**config.mk**
```make
export PLATFORM = sky130hd
export DESIGN_NAME = control_detector
export DESIGN_NICKNAME = d
export VERILOG_FILES = /design/src/rtl/control_detector.sv
export SDC_FILE = /design/constraint.sdc
export NUM_CORES = 1
export LEC_CHECK = 0
export BUFFER_PORTS_ARGS = -buffer_cell sky130_fd_sc_hd__buf_2
export CAP_MARGIN = 10
export CORE_ASPECT_RATIO = 1.75
export CORE_MARGIN = 3
export CORE_UTILIZATION = 30
export DETAILED_ROUTE_END_ITERATION = 6
export GPL_TIMING_DRIVEN = 0
export PLACE_DENSITY = 0.6
export SYNTH_ARGS = -nofsm -noshare
export SYNTH_HDL_FRONTEND = slang
export SYNTH_SLANG_ARGS = --single-unit
```
**constraint.sdc**
```tcl
create_clock -name clk -period 2.8 [get_ports clk]
set_input_delay 0.56 -clock clk [delete_from_list [all_inputs] [get_ports clk]]
set_output_delay 0.56 -clock clk [all_outputs]
set_load 0.01 [all_outputs]
```
**src/rtl/control_detector.sv**
```systemverilog
// -----------------------------------------------------------------------------
// control_detector
//   Sequencer/feeder for a serial sequence detector. Accepts parallel words over
//   a valid/ready handshake and shifts them out MSB-first on dato. Each bit is
//   held for DIV clk cycles (one "bit slot"). bit_strobe marks the last cycle of
//   every slot, and detectada is sampled only on that cycle. Sampled hits are
//   counted in a saturating counter. A sticky alarm is raised when the count
//   reaches umbral.
//
// Parameters
//   W    bits per word (>=2)
//   DIV  clk cycles per serial bit slot (>=1)
//   CW   width of the hit counter and the threshold
//
// Ports
//   clk         in   system clock, rising edge
//   reset       in   asynchronous active-high reset
//   word_valid  in   requester presents word_data
//   word_data   in   [W]  word to serialise, MSB first
//   word_ready  out  word accepted this cycle when word_valid is also high
//   dato        out  serial bit to the detector
//   bit_strobe  out  one-cycle pulse on the last cycle of each bit slot
//   detectada   in   detector match flag, meaningful while bit_strobe is high
//   umbral      in   [CW] alarm threshold; zero disables the alarm
//   alarma_clr  in   clears cuenta and alarma
//   cuenta      out  [CW] saturating hit count
//   alarma      out  sticky flag: cuenta >= umbral with umbral != 0
//   ocupado     out  high while a word is being shifted
// -----------------------------------------------------------------------------
module control_detector #(
  parameter int W   = 8,
  parameter int DIV = 2,
  parameter int CW  = 8
) (
  input  logic          clk,
  input  logic          reset,
  input  logic          word_valid,
  input  logic [W-1:0]  word_data,
  output logic          word_ready,
  output logic          dato,
  output logic          bit_strobe,
  input  logic          detectada,
  input  logic [CW-1:0] umbral,
  input  logic          alarma_clr,
  output logic [CW-1:0] cuenta,
  output logic          alarma,
  output logic          ocupado
);

  localparam int BIT_W  = (W > 1) ? $clog2(W) : 1;
  localparam int SLOT_W = (DIV > 1) ? $clog2(DIV) : 1;
  localparam logic [BIT_W-1:0]  LAST_BIT_IDX = BIT_W'(W - 1);
  localparam logic [SLOT_W-1:0] LAST_SLOT    = SLOT_W'(DIV - 1);

  typedef enum logic {
    ST_IDLE  = 1'b0,
    ST_SHIFT = 1'b1
  } state_t;

  state_t              r_state;
  logic [W-1:0]        r_shreg;
  logic [BIT_W-1:0]    r_bit_idx;
  logic [SLOT_W-1:0]   r_slot;
  logic                r_dato;
  logic                r_strobe;
  logic                r_ocupado;
  logic [CW-1:0]       r_cuenta;
  logic                r_alarma;

  state_t              w_state_nxt;
  logic [W-1:0]        w_shreg_nxt;
  logic [BIT_W-1:0]    w_bit_nxt;
  logic [SLOT_W-1:0]   w_slot_nxt;
  logic                w_dato_nxt;
  logic                w_strobe_nxt;
  logic                w_ocupado_nxt;
  logic                w_slot_last;
  logic                w_word_end;
  logic                w_load;
  logic                w_hit;
  logic [CW-1:0]       w_cnt_base;
  logic [CW-1:0]       w_cnt_nxt;
  logic                w_alarm_hit;
  logic                w_alarm_nxt;

  // Saturating increment: the counter sticks at all-ones instead of wrapping.
  function automatic logic [CW-1:0] sat_inc(input logic [CW-1:0] c);
    return (&c) ? c : c + CW'(1);
  endfunction

  // ---------------------------------------------------------------------------
  // Handshake decode (combinational). The controller is ready while idle, and
  // also during the final slot of a word so that a queued word follows
  // back-to-back with no idle cycle.
  // ---------------------------------------------------------------------------
  assign w_slot_last = (r_state == ST_SHIFT) && (r_slot == LAST_SLOT);
  assign w_word_end  = w_slot_last && (r_bit_idx == '0);
  assign word_ready  = (r_state == ST_IDLE) || w_word_end;
  assign w_load      = word_valid && word_ready;

  // ---------------------------------------------------------------------------
  // Sequencer next state
  // ---------------------------------------------------------------------------
  always_comb begin
    w_state_nxt = r_state;
    w_shreg_nxt = r_shreg;
    w_bit_nxt   = r_bit_idx;
    w_slot_nxt  = r_slot;
    unique case (r_state)
      ST_IDLE: begin
        if (w_load) begin
          w_state_nxt = ST_SHIFT;
          w_shreg_nxt = word_data;
          w_bit_nxt   = LAST_BIT_IDX;
          w_slot_nxt  = '0;
        end
      end
      ST_SHIFT: begin
        if (w_slot_last) begin
          if (r_bit_idx != '0) begin
            w_bit_nxt  = r_bit_idx - BIT_W'(1);
            w_slot_nxt = '0;
          end else if (w_load) begin
            w_shreg_nxt = word_data;
            w_bit_nxt   = LAST_BIT_IDX;
            w_slot_nxt  = '0;
          end else begin
            w_state_nxt = ST_IDLE;
            w_slot_nxt  = '0;
          end
        end else begin
          w_slot_nxt = r_slot + SLOT_W'(1);
        end
      end
      default: w_state_nxt = ST_IDLE;
    endcase
  end

  // The serial outputs are registered from the next-state values. This keeps
  // dato, bit_strobe and ocupado aligned with the state the sequencer is in
  // during each cycle.
  assign w_dato_nxt    = (w_state_nxt == ST_SHIFT) ? w_shreg_nxt[w_bit_nxt] : 1'b0;
  assign w_strobe_nxt  = (w_state_nxt == ST_SHIFT) && (w_slot_nxt == LAST_SLOT);
  assign w_ocupado_nxt = (w_state_nxt == ST_SHIFT);

  // ---------------------------------------------------------------------------
  // Hit counter and alarm next state. When a clear coincides with a counted
  // hit, the hit wins: the count restarts at 1 and the alarm is evaluated
  // against that value.
  // ---------------------------------------------------------------------------
  assign w_hit       = r_strobe & detectada;
  assign w_cnt_base  = alarma_clr ? '0 : r_cuenta;
  assign w_cnt_nxt   = w_hit ? sat_inc(w_cnt_base) : w_cnt_base;
  assign w_alarm_hit = (umbral != '0) && (w_cnt_nxt >= umbral);
  assign w_alarm_nxt = (r_alarma & ~alarma_clr) | w_alarm_hit;

  // ---------------------------------------------------------------------------
  // Registers (asynchronous reset drops any partially shifted word)
  // ---------------------------------------------------------------------------
  always_ff @(posedge clk or posedge reset) begin
    if (reset) begin
      r_state   <= ST_IDLE;
      r_shreg   <= '0;
      r_bit_idx <= '0;
      r_slot    <= '0;
      r_dato    <= 1'b0;
      r_strobe  <= 1'b0;
      r_ocupado <= 1'b0;
      r_cuenta  <= '0;
      r_alarma  <= 1'b0;
    end else begin
      r_state   <= w_state_nxt;
      r_shreg   <= w_shreg_nxt;
      r_bit_idx <= w_bit_nxt;
      r_slot    <= w_slot_nxt;
      r_dato    <= w_dato_nxt;
      r_strobe  <= w_strobe_nxt;
      r_ocupado <= w_ocupado_nxt;
      r_cuenta  <= w_cnt_nxt;
      r_alarma  <= w_alarm_nxt;
    end
  end

  assign dato       = r_dato;
  assign bit_strobe = r_strobe;
  assign ocupado    = r_ocupado;
  assign cuenta     = r_cuenta;
  assign alarma     = r_alarma;

endmodule

```
=== Word-level counts from Yosys, hierarchy flattened ===
Cells that the tools add are included.
W data, S select, Z words.

* Register bits: 24
* Input port bits: 21
* Output and inout bits: 13
* Logic and storage cells: 49

* $add $sub $neg: 3
* Magnitude comparators: 2
* Mux-type cells: 21
* Bitwise gates (word level): 5
* Reductions and logical operators: 10

{| class="wikitable"
|+ Operators with widths
! kind !! number
|-
| $mux W8 || 6
|-
| $pmux W8 S2 || 1
|-
| $mux W3 || 3
|-
| $add A8 B1 Y8 const B || 1
|-
| $ge A8 B8 Y1 || 1
|-
| $reduce_and A8 Y1 || 1
|-
| $reduce_bool A8 Y1 || 1
|-
| $mux W1 || 7
|-
| $pmux W3 S2 || 1
|-
| $logic_and A1 B1 Y1 || 5
|-
| $lt A3 B4 Y1 const B || 1
|-
| $pmux W1 S2 || 2
|-
| $bmux W1 S3 || 1
|-
| $logic_not A3 Y1 || 1
|-
| $reduce_bool A3 Y1 || 1
|-
| $sub A3 B1 Y3 const B || 1
|-
| $and A1 B1 Y1 || 2
|-
| $not A1 Y1 || 2
|-
| $add A1 B1 Y1 const B || 1
|-
| $logic_or A1 B1 Y1 || 1
|-
| $or A1 B1 Y1 || 1
|}

=== Depth between registers and ports, before layout ===
* Depth after elaboration: 11
* Depth in mapped cells: 11
* Gate-level depth less buffers: 10

=== Worst setup path before layout ===
OpenSTA, ideal clock, no wires.

* Kind: in2reg
* Start: in alarma_clr
* End: reg r_alarma (netlist: alarma)
* Library setup time: 132 ps
* Arrival: 2,424 ps
* Data required time: 2,668 ps
* Setup slack: 243 ps
* Stages: 11
* Buffers on the path: 1
* Cell sequence: buf_2 -> nor2b_1 -> ha_1 -> a41oi_2 -> nand4_1 -> xor2_1 -> nor2_1 -> ha_1 -> a21o_1 -> a211oi_1 -> a22oi_1

* Word-level cells in the longest chain between the ends: 7
* Elaborated cells between the ends (all ways): 10
* Those cells by class: 1 x add/sub; 1 x order compare; 3 x mux; 3 x bitwise; 2 x reduce/logical

{| class="wikitable"
|+ RTL lines
! item !! line !! text
|-
| start, declared || 44 || <nowiki>input logic alarma_clr,</nowiki>
|-
| $mux W8 * || 152 || <nowiki>assign w_cnt_base = alarma_clr ? '0 : r_cuenta;</nowiki>
|-
| $add A8 B1 Y8 or $reduce_and A8 Y1 (tied branches) || 88 || <nowiki>return (&c) ? c : c + CW'(1);</nowiki>
|-
| $mux W8 || 88 ||
|-
| $mux W8 * || 153 || <nowiki>assign w_cnt_nxt = w_hit ? sat_inc(w_cnt_base) : w_cnt_base;</nowiki>
|-
| net w_cnt_nxt[4] || 82 || <nowiki>logic [CW-1:0] w_cnt_nxt;</nowiki>
|-
| $ge A8 B8 Y1 * || 154 || <nowiki>assign w_alarm_hit = (umbral != '0) && (w_cnt_nxt >= umbral);</nowiki>
|-
| $logic_and A1 B1 Y1 * || 154 ||
|-
| $or A1 B1 Y1 * || 155 || <nowiki>assign w_alarm_nxt = (r_alarma & ~alarma_clr) | w_alarm_hit;</nowiki>
|-
| net w_alarm_nxt || 84 || <nowiki>logic w_alarm_nxt;</nowiki>
|-
| end signal, assigned || 180 || <nowiki>r_alarma <= w_alarm_nxt;</nowiki>
|-
| end, declared || 68 || <nowiki>logic r_alarma;</nowiki>
|}

Mark *: on every way through the listed nets, which the timed path passes. The rest lies on a longest branch.

=== Worst setup path after layout ===
Ends and elaborated chain as after synthesis.

==> flow_summary.ini <==
[status]
status = finished clean

[drt]
drc = 0
wl_per_cell_um = 13.9
drt_first_pass_iters = 4
wl_um = 3240
number_of_design_rule_violations_left_by_the_first_detailed_router_iteration = 60
postRouteAntennaNets = 0
routed-via-count = 1182
post_drt_via_cell_ratio = 5.05

[yosys]
ys_seq_area_share_pct = 40.8
ys_types = 43
yosys-top-cells-area = sky130_fd_sc_hd__dfrtp_1 41%, sky130_fd_sc_hd__ha_1 9.3%, sky130_fd_sc_hd__mux2_2 6.9%
synth.avg_cell_area_um2 = 10.1
yosysTopAreaCellShare_pct = 40.8
post-synth-top-count-cell = sky130_fd_sc_hd__dfrtp_1
synth.net_count = 178
synth_edf_count = 0
yosysWarningCount = 0
netlist_top_cells_count = 24 x sky130_fd_sc_hd__dfrtp_1, 15 x sky130_fd_sc_hd__inv_1, 11 x sky130_fd_sc_hd__ha_1, 11 x sky130_fd_sc_hd__nand2_1, 9 x sky130_fd_sc_hd__mux2_2
async_reset_ff_share_pct = 100
synth-main-ff-cell = sky130_fd_sc_hd__dfrtp_1
postSynthRegisterBits = 24
synth.cell_area_um2 = 1470
syn_inst = 146
synth_largest_area_cell = sky130_fd_sc_hd__dfrtp_1

[floorplanning]
die_height_um = 98.7
core_area_um2 = 4710
rows = 33
pin_count = 34
initial_utilization_pct = 31.3
die-width_um = 59.0
design.die.area_um2 = 5820

[global_route]
first_pass_grt_wire_length_um = 5800
grt_use_met2_pct = 24.0
initial_antenna_violation_count = 0
grt_use_met1_pct = 13.4
use_met3_pct = 1.44
grt_pass1_vias = 1260
grt_max_degree = 25
grt.total_usage_pct = 12.8
globalRouteOverflowTotal = 0
gr-max-usage-layer = met2

[setup_path]
worstSetupPathType = in -> reg
cp-end-kind = flop
timing.critical_path.from_type = primary input
worst-endpoint-arrival_ps = 2690
cp_max_fo = 10
worst-endpoint-required_ps = 2940

[cells_and_area]
finish.net_count = 216
final_layout_size_suffix_gt1_share_pct = 30.8
n_fill_cell = 511
area_growth_pct = 20.1
fin_util_pct = 37.6
num_antenna_cells = 0

[sta]
setup_viol_count_final = 0
max_slew.worst_pin.slew_ps = 936
period_share_pct = 90.8
fin_skew_ps = 1.11
timing.hold.ws_ps = 489
layout_min_cycle_time_ps = 2540
rsz0062_at_grt = no
slew_headroom_pct = 37.5
drv_slew = 0
max_freq_ghz = 0.393
hold_viol_final = 0

[placement]
gpl.final_weighted_congestion = 0.857
detailed_place_hpwl_um = 2640
io_buffers = 33

[clock_tree]
clkSlewWorstSetupHoldPaths_ps = 80
cts_made_buffers = 3
clk_path_buf_depth = 2
max_h_tree_level = 1
ctsRootBufferMaster = sky130_fd_sc_hd__clkbuf_8
cts_tree = built
cts.sink_count = 24
clock_insertion_delay_worst_skew_ps = 260
cts_hold_buffers = 0

[power_and_ir_drop]
power_density_nw_per_um2 = 765
vdd_ir_drop_max_mv = 0.491
p_leak_nw = 0.893

[job]
drv.max_cap_violation_count = 0

[worst_hold_path]
min-delay-path-class = in -> async
[worst paths after layout]
kind	from	to	slack, ps	cells after the start
setup reg to reg	cuenta[0]$_DFF_PP0_	alarma$_DFF_PP0_	360	10
hold reg to reg	r_shreg[5]$_DFF_PP0_	r_shreg[5]$_DFF_PP0_	510	1
setup / recovery	alarma_clr	alarma$_DFF_PP0_	260	12
min in group clk	r_shreg[5]$_DFF_PP0_	r_shreg[5]$_DFF_PP0_	510	1
max in group asynchronous	reset	cuenta[6]$_DFF_PP0_	1740	2
hold / removal	reset	dato$_DFF_PP0_	490	2
[state kept, by name, indices dropped and copies added (netlist names)]
name and count:
cuenta 8, r_shreg 8, r_bit_idx 3, alarma 1, bit_strobe 1, dato 1
ocupado 1, r_slot 1
[cell type report]
type	instances	area [um^2]	area share, %
Multi-Input combinational cell	103	813	46.0
Clock buffer	3	41.3	2.34
Tap cell	52	65.1	3.68
Buffer	4	26.3	1.49
Inverter	15	56.3	3.18
Sequential cell	24	601	34.0
Timing Repair Buffer	33	165	9.34
[per-stage QoR]
step / cell area [um^2] / worst slack, ps / setup TNS (ps) / instances / total power, mW
finish: 1770 / 256 / 0 / 234 / 1.35
global route: 1770 / 24.3 / 0 / 234 / 1.47
CTS: 1740 / 136 / 0 / 234 / 1.36
detailed placement: 1700 / -138 / -138 / 231 / 1.15
global placement: 1700 / -122 / -122 / 231 / 1.14
floorplan: 1470 / 243 / 0 / 146 / 0.983
[power by group]
| group | internal (mW) | switching (mW) | total [mW] |
|---|---|---|---|
| Clock | 0.0963 | 0.109 | 0.205 |
| Combinational | 0.299 | 0.317 | 0.616 |
| Sequential | 0.461 | 0.0704 | 0.531 |
[metal layers]
layer / part of all wire (%) / vias up
met3: 4.1 / 6
met5: 0 / -
met1: 35 / 558
met2: 58 / 25
met4: 2.7 / 0
li1: - / 593
[worst max-delay path, cell delays in order]
cell and delay [ps]:
sky130_fd_sc_hd__buf_2 100, sky130_fd_sc_hd__buf_2 170, sky130_fd_sc_hd__nor2b_2 200, sky130_fd_sc_hd__ha_2 260, sky130_fd_sc_hd__a41oi_4 180, sky130_fd_sc_hd__nand4_1 160
sky130_fd_sc_hd__xor2_1 160, sky130_fd_sc_hd__nor2_1 70, sky130_fd_sc_hd__ha_1 290, sky130_fd_sc_hd__a21o_1 190, sky130_fd_sc_hd__a211oi_1 220, sky130_fd_sc_hd__a22oi_1 110
[cells by family (layout without fill, tap and decap cells)]
family,after synthesis,in the layout,share of synthesized area (%)
compound gates,29,29,15.0
xor+xnor,5,5,2.97
fa+ha+maj,11,11,9.35
buf+inv,19,55,5.61
flops,24,24,40.8
mux,10,10,7.56
simple gates,48,48,18.8
[cell usage in the layout, fill, tap and decap left out, types with 2 or more instances in the layout]
| cell | count |
|---|---|
| sky130_fd_sc_hd__nand2b_1 | 2 |
| sky130_fd_sc_hd__nand3_1 | 2 |
| sky130_fd_sc_hd__dfrtp_1 | 24 |
| sky130_fd_sc_hd__a21o_1 | 2 |
| sky130_fd_sc_hd__inv_1 | 15 |
| sky130_fd_sc_hd__mux2_2 | 9 |
| sky130_fd_sc_hd__a211oi_1 | 6 |
| sky130_fd_sc_hd__ha_1 | 10 |
| sky130_fd_sc_hd__and3_1 | 3 |
| sky130_fd_sc_hd__nand2_1 | 11 |
| sky130_fd_sc_hd__o21ai_0 | 2 |
| sky130_fd_sc_hd__nor2b_1 | 6 |
| sky130_fd_sc_hd__and3b_1 | 2 |
| sky130_fd_sc_hd__o21a_1 | 2 |
| sky130_fd_sc_hd__nor2_1 | 8 |
| sky130_fd_sc_hd__nor4_1 | 2 |
| sky130_fd_sc_hd__buf_2 | 36 |
| sky130_fd_sc_hd__a21oi_1 | 4 |
| sky130_fd_sc_hd__o31ai_1 | 2 |
| sky130_fd_sc_hd__nand4_1 | 3 |
| sky130_fd_sc_hd__xor2_1 | 3 |
| sky130_fd_sc_hd__clkbuf_8 | 3 |
[repair_timing]
item	4_1_cts	5_1_grt
resized for setup	0	4
setup buffers	0	0
setup endpoints to repair	0	1
Power figures use the tool's default switching activity.
